$ cat src/rtl/bht_update_queue_pkg.sv
// Shared configuration and branch-update types, plus local types for the
// BHT update queue.
package config_pkg;

    typedef struct packed {
        int unsigned VLEN;
        int unsigned XLEN;
    } cva6_cfg_t;

    localparam cva6_cfg_t cva6_cfg_empty = '0;

endpackage

package ariane_pkg;

    localparam int unsigned VLEN = 64;
    localparam int unsigned BHT_UPDATE_QUEUE_DEPTH = 4;

    typedef struct packed {
        logic            valid;
        logic [VLEN-1:0] pc;
        logic            taken;
    } bht_update_t;

endpackage

package bht_update_queue_pkg;

    typedef struct packed {
        logic [ariane_pkg::VLEN-1:0] pc;
        logic                        taken;
    } bhtq_entry_t;

    // What happens to this cycle's resolution.
    typedef enum logic [1:0] {
        Q_IDLE,
        Q_PUSH,
        Q_COALESCE,
        Q_DROP
    } q_action_e;

    function automatic bit is_pow2(input int unsigned n);
        return (n >= 2) && ((n & (n - 1)) == 0);
    endfunction

endpackage

$ cat src/rtl/bht_update_queue.sv
// Circular buffer of resolved branches, drained one entry per cycle into the
// BHT; same-pc back-to-back resolutions coalesce into the newest entry.
module bht_update_queue
    import bht_update_queue_pkg::*;
#(
    parameter config_pkg::cva6_cfg_t CVA6Cfg = config_pkg::cva6_cfg_empty,
    parameter int unsigned           DEPTH   = ariane_pkg::BHT_UPDATE_QUEUE_DEPTH
) (
    input  logic                    clk_i,
    input  logic                    rst_ni,
    input  logic                    flush_i,
    input  logic                    debug_mode_i,
    input  ariane_pkg::bht_update_t resolved_i,
    output ariane_pkg::bht_update_t bht_update_o,
    input  logic                    hold_i,
    output logic                    full_o,
    output logic                    empty_o,
    output logic [7:0]              drop_cnt_o
);

    localparam int unsigned PTR_W = $clog2(DEPTH);
    localparam int unsigned CNT_W = PTR_W + 1;
    localparam logic [CNT_W-1:0] FULL_CNT = CNT_W'(DEPTH);

    if (!is_pow2(DEPTH)) begin : g_bad_depth
        $error("bht_update_queue: DEPTH must be a power of two >= 2");
    end
    if (CVA6Cfg.VLEN > ariane_pkg::VLEN) begin : g_bad_vlen
        $error("bht_update_queue: configured VLEN exceeds bht_update_t pc width");
    end

    bhtq_entry_t             mem_q [DEPTH];
    logic [PTR_W-1:0]        rd_ptr_q, wr_ptr_q, newest_ptr;
    logic [CNT_W-1:0]        count_q, count_next;
    logic                    full_q, empty_q;
    logic [7:0]              drop_cnt_q;
    logic                    push_req, pop, coalesce;
    q_action_e               action;

    assign push_req   = resolved_i.valid & ~debug_mode_i & ~flush_i;
    assign pop        = ~empty_q & ~hold_i & ~debug_mode_i & ~flush_i;
    assign newest_ptr = wr_ptr_q - PTR_W'(1);

    // A single entry that is leaving this cycle is no longer a coalesce target.
    assign coalesce = push_req & ~empty_q
                    & (mem_q[newest_ptr].pc == resolved_i.pc)
                    & ~(pop & (count_q == CNT_W'(1)));

    always_comb begin
        action = Q_IDLE;
        if (push_req) begin
            if (coalesce)            action = Q_COALESCE;
            else if (!full_q || pop) action = Q_PUSH;
            else                     action = Q_DROP;
        end
    end

    always_comb begin
        count_next = count_q;
        if (action == Q_PUSH) count_next = count_next + CNT_W'(1);
        if (pop)              count_next = count_next - CNT_W'(1);
    end

    always_ff @(posedge clk_i or negedge rst_ni) begin
        if (!rst_ni) begin
            rd_ptr_q   <= '0;
            wr_ptr_q   <= '0;
            count_q    <= '0;
            full_q     <= 1'b0;
            empty_q    <= 1'b1;
            drop_cnt_q <= '0;
            for (int unsigned i = 0; i < DEPTH; i++) mem_q[i] <= '0;
        end else if (flush_i) begin
            rd_ptr_q <= '0;
            wr_ptr_q <= '0;
            count_q  <= '0;
            full_q   <= 1'b0;
            empty_q  <= 1'b1;
        end else begin
            if (pop) rd_ptr_q <= rd_ptr_q + PTR_W'(1);
            unique case (action)
                Q_PUSH: begin
                    mem_q[wr_ptr_q] <= '{pc: resolved_i.pc, taken: resolved_i.taken};
                    wr_ptr_q        <= wr_ptr_q + PTR_W'(1);
                end
                Q_COALESCE: mem_q[newest_ptr].taken <= resolved_i.taken;
                Q_DROP:     if (drop_cnt_q != '1) drop_cnt_q <= drop_cnt_q + 8'd1;
                default: ;
            endcase
            count_q <= count_next;
            full_q  <= (count_next == FULL_CNT);
            empty_q <= (count_next == '0);
        end
    end

    always_comb begin
        bht_update_o = '0;
        if (pop) begin
            bht_update_o.valid = 1'b1;
            bht_update_o.pc    = mem_q[rd_ptr_q].pc;
            bht_update_o.taken = mem_q[rd_ptr_q].taken;
        end
    end

    assign full_o     = full_q;
    assign empty_o    = empty_q;
    assign drop_cnt_o = drop_cnt_q;

endmodule

$ cat config.mk
export PLATFORM = sky130hd
export DESIGN_NAME = bht_update_queue
export DESIGN_NICKNAME = d
export VERILOG_FILES = /design/src/rtl/bht_update_queue_pkg.sv /design/src/rtl/bht_update_queue.sv
export SDC_FILE = /design/constraint.sdc
export NUM_CORES = 1
export LEC_CHECK = 0
export CELL_PAD_IN_SITES_DETAIL_PLACEMENT = 0
export CELL_PAD_IN_SITES_GLOBAL_PLACEMENT = 1
export CORE_MARGIN = 3
export CORE_UTILIZATION = 52
export DETAILED_ROUTE_END_ITERATION = 7
export MAX_ROUTING_LAYER = met4
export PLACE_DENSITY = 0.84
export SYNTH_ARGS = -nofsm -noshare
export SYNTH_HDL_FRONTEND = slang
export SYNTH_SLANG_ARGS = --single-unit
$ cat constraint.sdc
create_clock -name clk_i -period 8.4 [get_ports clk_i]
set_input_delay 0.84 -clock clk_i [delete_from_list [all_inputs] [get_ports clk_i]]
set_output_delay 0.84 -clock clk_i [all_outputs]
set_load 0.05 [all_outputs]
==> metrics.yaml <==
status:
  outcome: "completed"
timing:
  fin_setup_tns_ns: 0
  whs_ns: 0.367
  finalHoldViolations: 0
  fin_crit_sh_pct: 76.3
  timing.final.setup_violations: 0
  worstMarginPinSlew_ns: 1.09
  rsz0062_at_grt: "false"
  finalWorstPathRequiredPeriod_ns: 6.41
  max_slew_headroom_pct: 27.1
  finalMaxSlewViolations: 0
  max_freq_ghz: 0.156
  worst_clock_skew_ns: 0.0183
clock_tree:
  cts.htree.levels: 1
  cts.hold.buffers_added: 0
  cts_buf_count: 31
  cts.clk_slew.worst_paths_ns: 0.06
  postCtsSetupRepairBufs: 0
  clock_sink_count: 277
  tritoncts_clock_tree: "yes"
  clock_latency_on_the_worst_skew_pair_ns: 0.55
  ctsRootBufferMaster: "clkbuf_16"
  cts-resized-gates: 0
  clock_path_buffers: 3
grt:
  grt_pass1_vias: 9777
  grt_overflow: 0
  grt_pass1_wl_um: 57200
  pin_count_of_the_biggest_net_entering_global_routing: 155
  number_of_antenna_violations_at_the_first_check_in_global_routing: 0
  grt_use_total_pct: 24.2
floorplan:
  fp.dieH_um: 176
  initial_core_util_pct: 53.6
  num_io_pins: 147
  dieArea_sq_um: 31100
  die_width_um: 176
  placement_rows: 61
  core-area_sq_um: 28200
pwr:
  totalPowerFinal_w: 0.00397
  power.static_leakage_nw: 7.38
  power_per_cell_area_nw_per_um2: 224
  worst_ir_drop_vdd_mv: 0.112
place:
  placedCellCount: 1479
  finalWeightedCongestion: 0.806
  portBuffers: 146
  dp_hpwl_um: 23200
critical_path:
  reg2reg_depth: 12
  worstSetupPathType: "reg2reg"
  critical_path_peak_fanout: 52
  cp_data_required_time_ns: 8.83
  critical_path.endpoint_type: "flip-flop"
  endpoint_arrival_time_on_the_critical_path_ns: 6.84
  crit_path_start_kind: "flip-flop"
finish:
  insertedDiodeCount: 0
  layout.nets: 1213
  area_delta_synth_final_pct: 17.4
  post_layout_nonfiller_instances: 1535
  drive_gt1_share_pct: 39.2
  multi_input_comb_area_sq_um: 7710
  register_area_sq_um: 6940
  fillers: 2124
logic_synthesis:
  mux_cell_area_share_after_synthesis_pct: 39.0
  synth.net_count: 1084
  syn_area_per_cell_sq_um: 15.0
  synth-seq-cells: 277
  postSynthCellCount: 1005
  synth.cell_area_sq_um: 15100
  synth_sequential_area_ratio_pct: 45.9
  post_synth_xor_area_fraction_pct: 4.99
  synth_cell_type_count: 42
  synth_compound_area_share_pct: 0.945
  yosys.area_share.adder_pct: 0.663
  synthesis.yosys.warnings: 0
  synth_top_family_by_area: "multiplexers"
  synthSimpleGateAreaFrac_pct: 5.32
routing:
  drt.antenna.violating_nets: 0
  route.vias.total: 9165
  route.detailed.drc: 0
  routedWlPerCell_um: 23.4
  detailedRoute.firstIterationViolations: 583
  drt_first_pass_iters: 4
  drt-total-wl_um: 35900
  vias_per_cell: 5.97
worst_hold_path:
  holdCritPathClass: "in2async"
run:
  drv.max_cap_violation_count: 0
power breakdown:
group	switching, W	total, W	leakage [nW]	internal (W)
clock network	0.000526	0.00129	0.479	0.000769
logic	0.000354	0.000880	3.32	0.000526
registers	0.000198	0.00180	3.59	0.00160
total	0.00108	0.00397	7.38	0.00289
metrics by stage:
| step | utilization (%) | worst slack (ns) | instance area [sq um] |
|---|---|---|---|
| 3_5_place_dp | 59.5 | 2.00 | 16700 |
| 4_1_cts | 62.9 | 1.99 | 17700 |
| 2_1_floorplan | - | 3.83 | 15100 |
| 6_report | 62.9 | 1.99 | 17700 |
| 5_1_grt | 62.9 | 1.65 | 17700 |
| 3_3_place_gp | 59.5 | 2.10 | 16700 |
cells in the final DEF, fill, tap and decap left out, types with 2 or more instances in the layout:
cell             netlist  routed
a211oi_1               2       2
a22oi_1                4       4
a2bb2oi_1              2       2
and2_1                65      65
and3_1                 3       3
buf_12                 0       3
buf_4                  1      11
clkbuf_1              16      11
clkbuf_16              0      31
clkbuf_8               0       7
clkdlybuf4s50_1        0     145
clkinv_2               0       5
dfrtp_1              276     273
dfrtp_4                0       2
ha_1                   8       7
inv_1                  3       3
mux2_2               263     263
mux2i_1               30      30
mux4_2               116     116
nand2_1               12      12
nand2_2                4       4
nand3_1               10      10
nand4_1               21      21
nor2_1                 8       8
nor2b_1                2       2
nor3_1                 2       2
nor3b_1                3       3
nor4_1                 5       4
o31ai_1                2       2
xnor2_1               60      60
xor2_1                26      26
path summary, 6_finish.rpt:
path	start	end	slack, ns
min in group clk_i	drop_cnt_o[5]	drop_cnt_o[5]	0.51
max reg2reg	wr_ptr_q[0]	mem_q[165]	1.99
max in group asynchronous	rst_ni	wr_ptr_q[0]	6.57
min reg2reg	drop_cnt_o[5]	drop_cnt_o[5]	0.51
min	rst_ni	mem_q[230]	0.37
max	wr_ptr_q[0]	mem_q[165]	1.99
critical path: stages, from the launching register on:
cell and delay [ns]:
dfrtp_4 0.81, clkinv_1 0.48, ha_4 1.02, mux4_2 0.42
xnor2_1 0.51, nand4_1 0.24, nor4_1 0.48, nand4_1 0.19
o21ai_2 0.28, nor2_2 0.19, nand2_2 0.84, buf_4 0.41
mux2_2 0.37
kinds of logic after synthesis:
kind of cell | after synthesis
muxes | 410
DFF | 277
and+or+nand+nor | 138
xor gates and xnor gates | 86
buffers and inverters | 68
AOI/OAI and AO/OA | 18
adders and majority gates | 8
sequential cells by signal, summed over array words and instances, names as in the netlist:
signal      count
full_o          1
mem_q         260
rd_ptr_q        2
empty_o         1
count_q         3
drop_cnt_o      8
wr_ptr_q        2
final cells by class:
cell class                 instances  share of cell area, %
timing repair buffer             160                   9.08
tap                              378                   2.67
clock buffer                      49                   5.15
inverter                           4                 0.0847
clock inverter                     7                  0.353
sequential                       277                   39.2
multi-input combinational        660                   43.5
cells in the mapped netlist:
cell	number	area, sq um
ha_1	8	100
buf_4	1	7.51
nand3_1	10	50.1
clkbuf_1	16	60.1
o21ai_0	1	5.00
nand2_2	4	25.0
a32o_1	1	10.0
a2bb2oi_1	2	17.5
nor3_1	2	10.0
nand4_1	21	131
nor2_2	1	6.26
nor2_1	8	30.0
mux2_4	1	15.0
a2111oi_1	1	10.0
mux4_2	116	2610
a211oi_1	2	15.0
nand3b_1	1	7.51
xnor2_1	60	526
buf_6	27	304
mux2i_1	30	300
dfrtp_1	276	6910
and2_1	65	407
and3_1	3	18.8
dfstp_2	1	26.3
o211ai_1	1	7.51
nand2b_1	1	6.26
o31ai_2	1	12.5
nor3b_1	3	22.5
nor2b_1	2	12.5
clkinv_1	1	3.75
xor2_1	26	228
nand2_1	12	45.0
inv_1	3	11.3
o31ai_1	2	15.0
buf_2	12	60.1
mux2_2	263	2960
o21ai_2	1	8.76
nor4_1	5	31.3
a31oi_1	1	6.26
a22oi_1	4	30.0
buf_1	8	30.0
a21oi_1	1	5.00
layer usage:
| metal | wire [um] | track usage (%) |
|---|---|---|
| met1 | 15900 | 33.5 |
| met2 | 17800 | 39.4 |
| met3 | 1880 | 3.46 |
| met4 | 393 | 3.63 |
| met5 | 0 | - |
No activity file was read; power rests on OpenSTA's default activity.
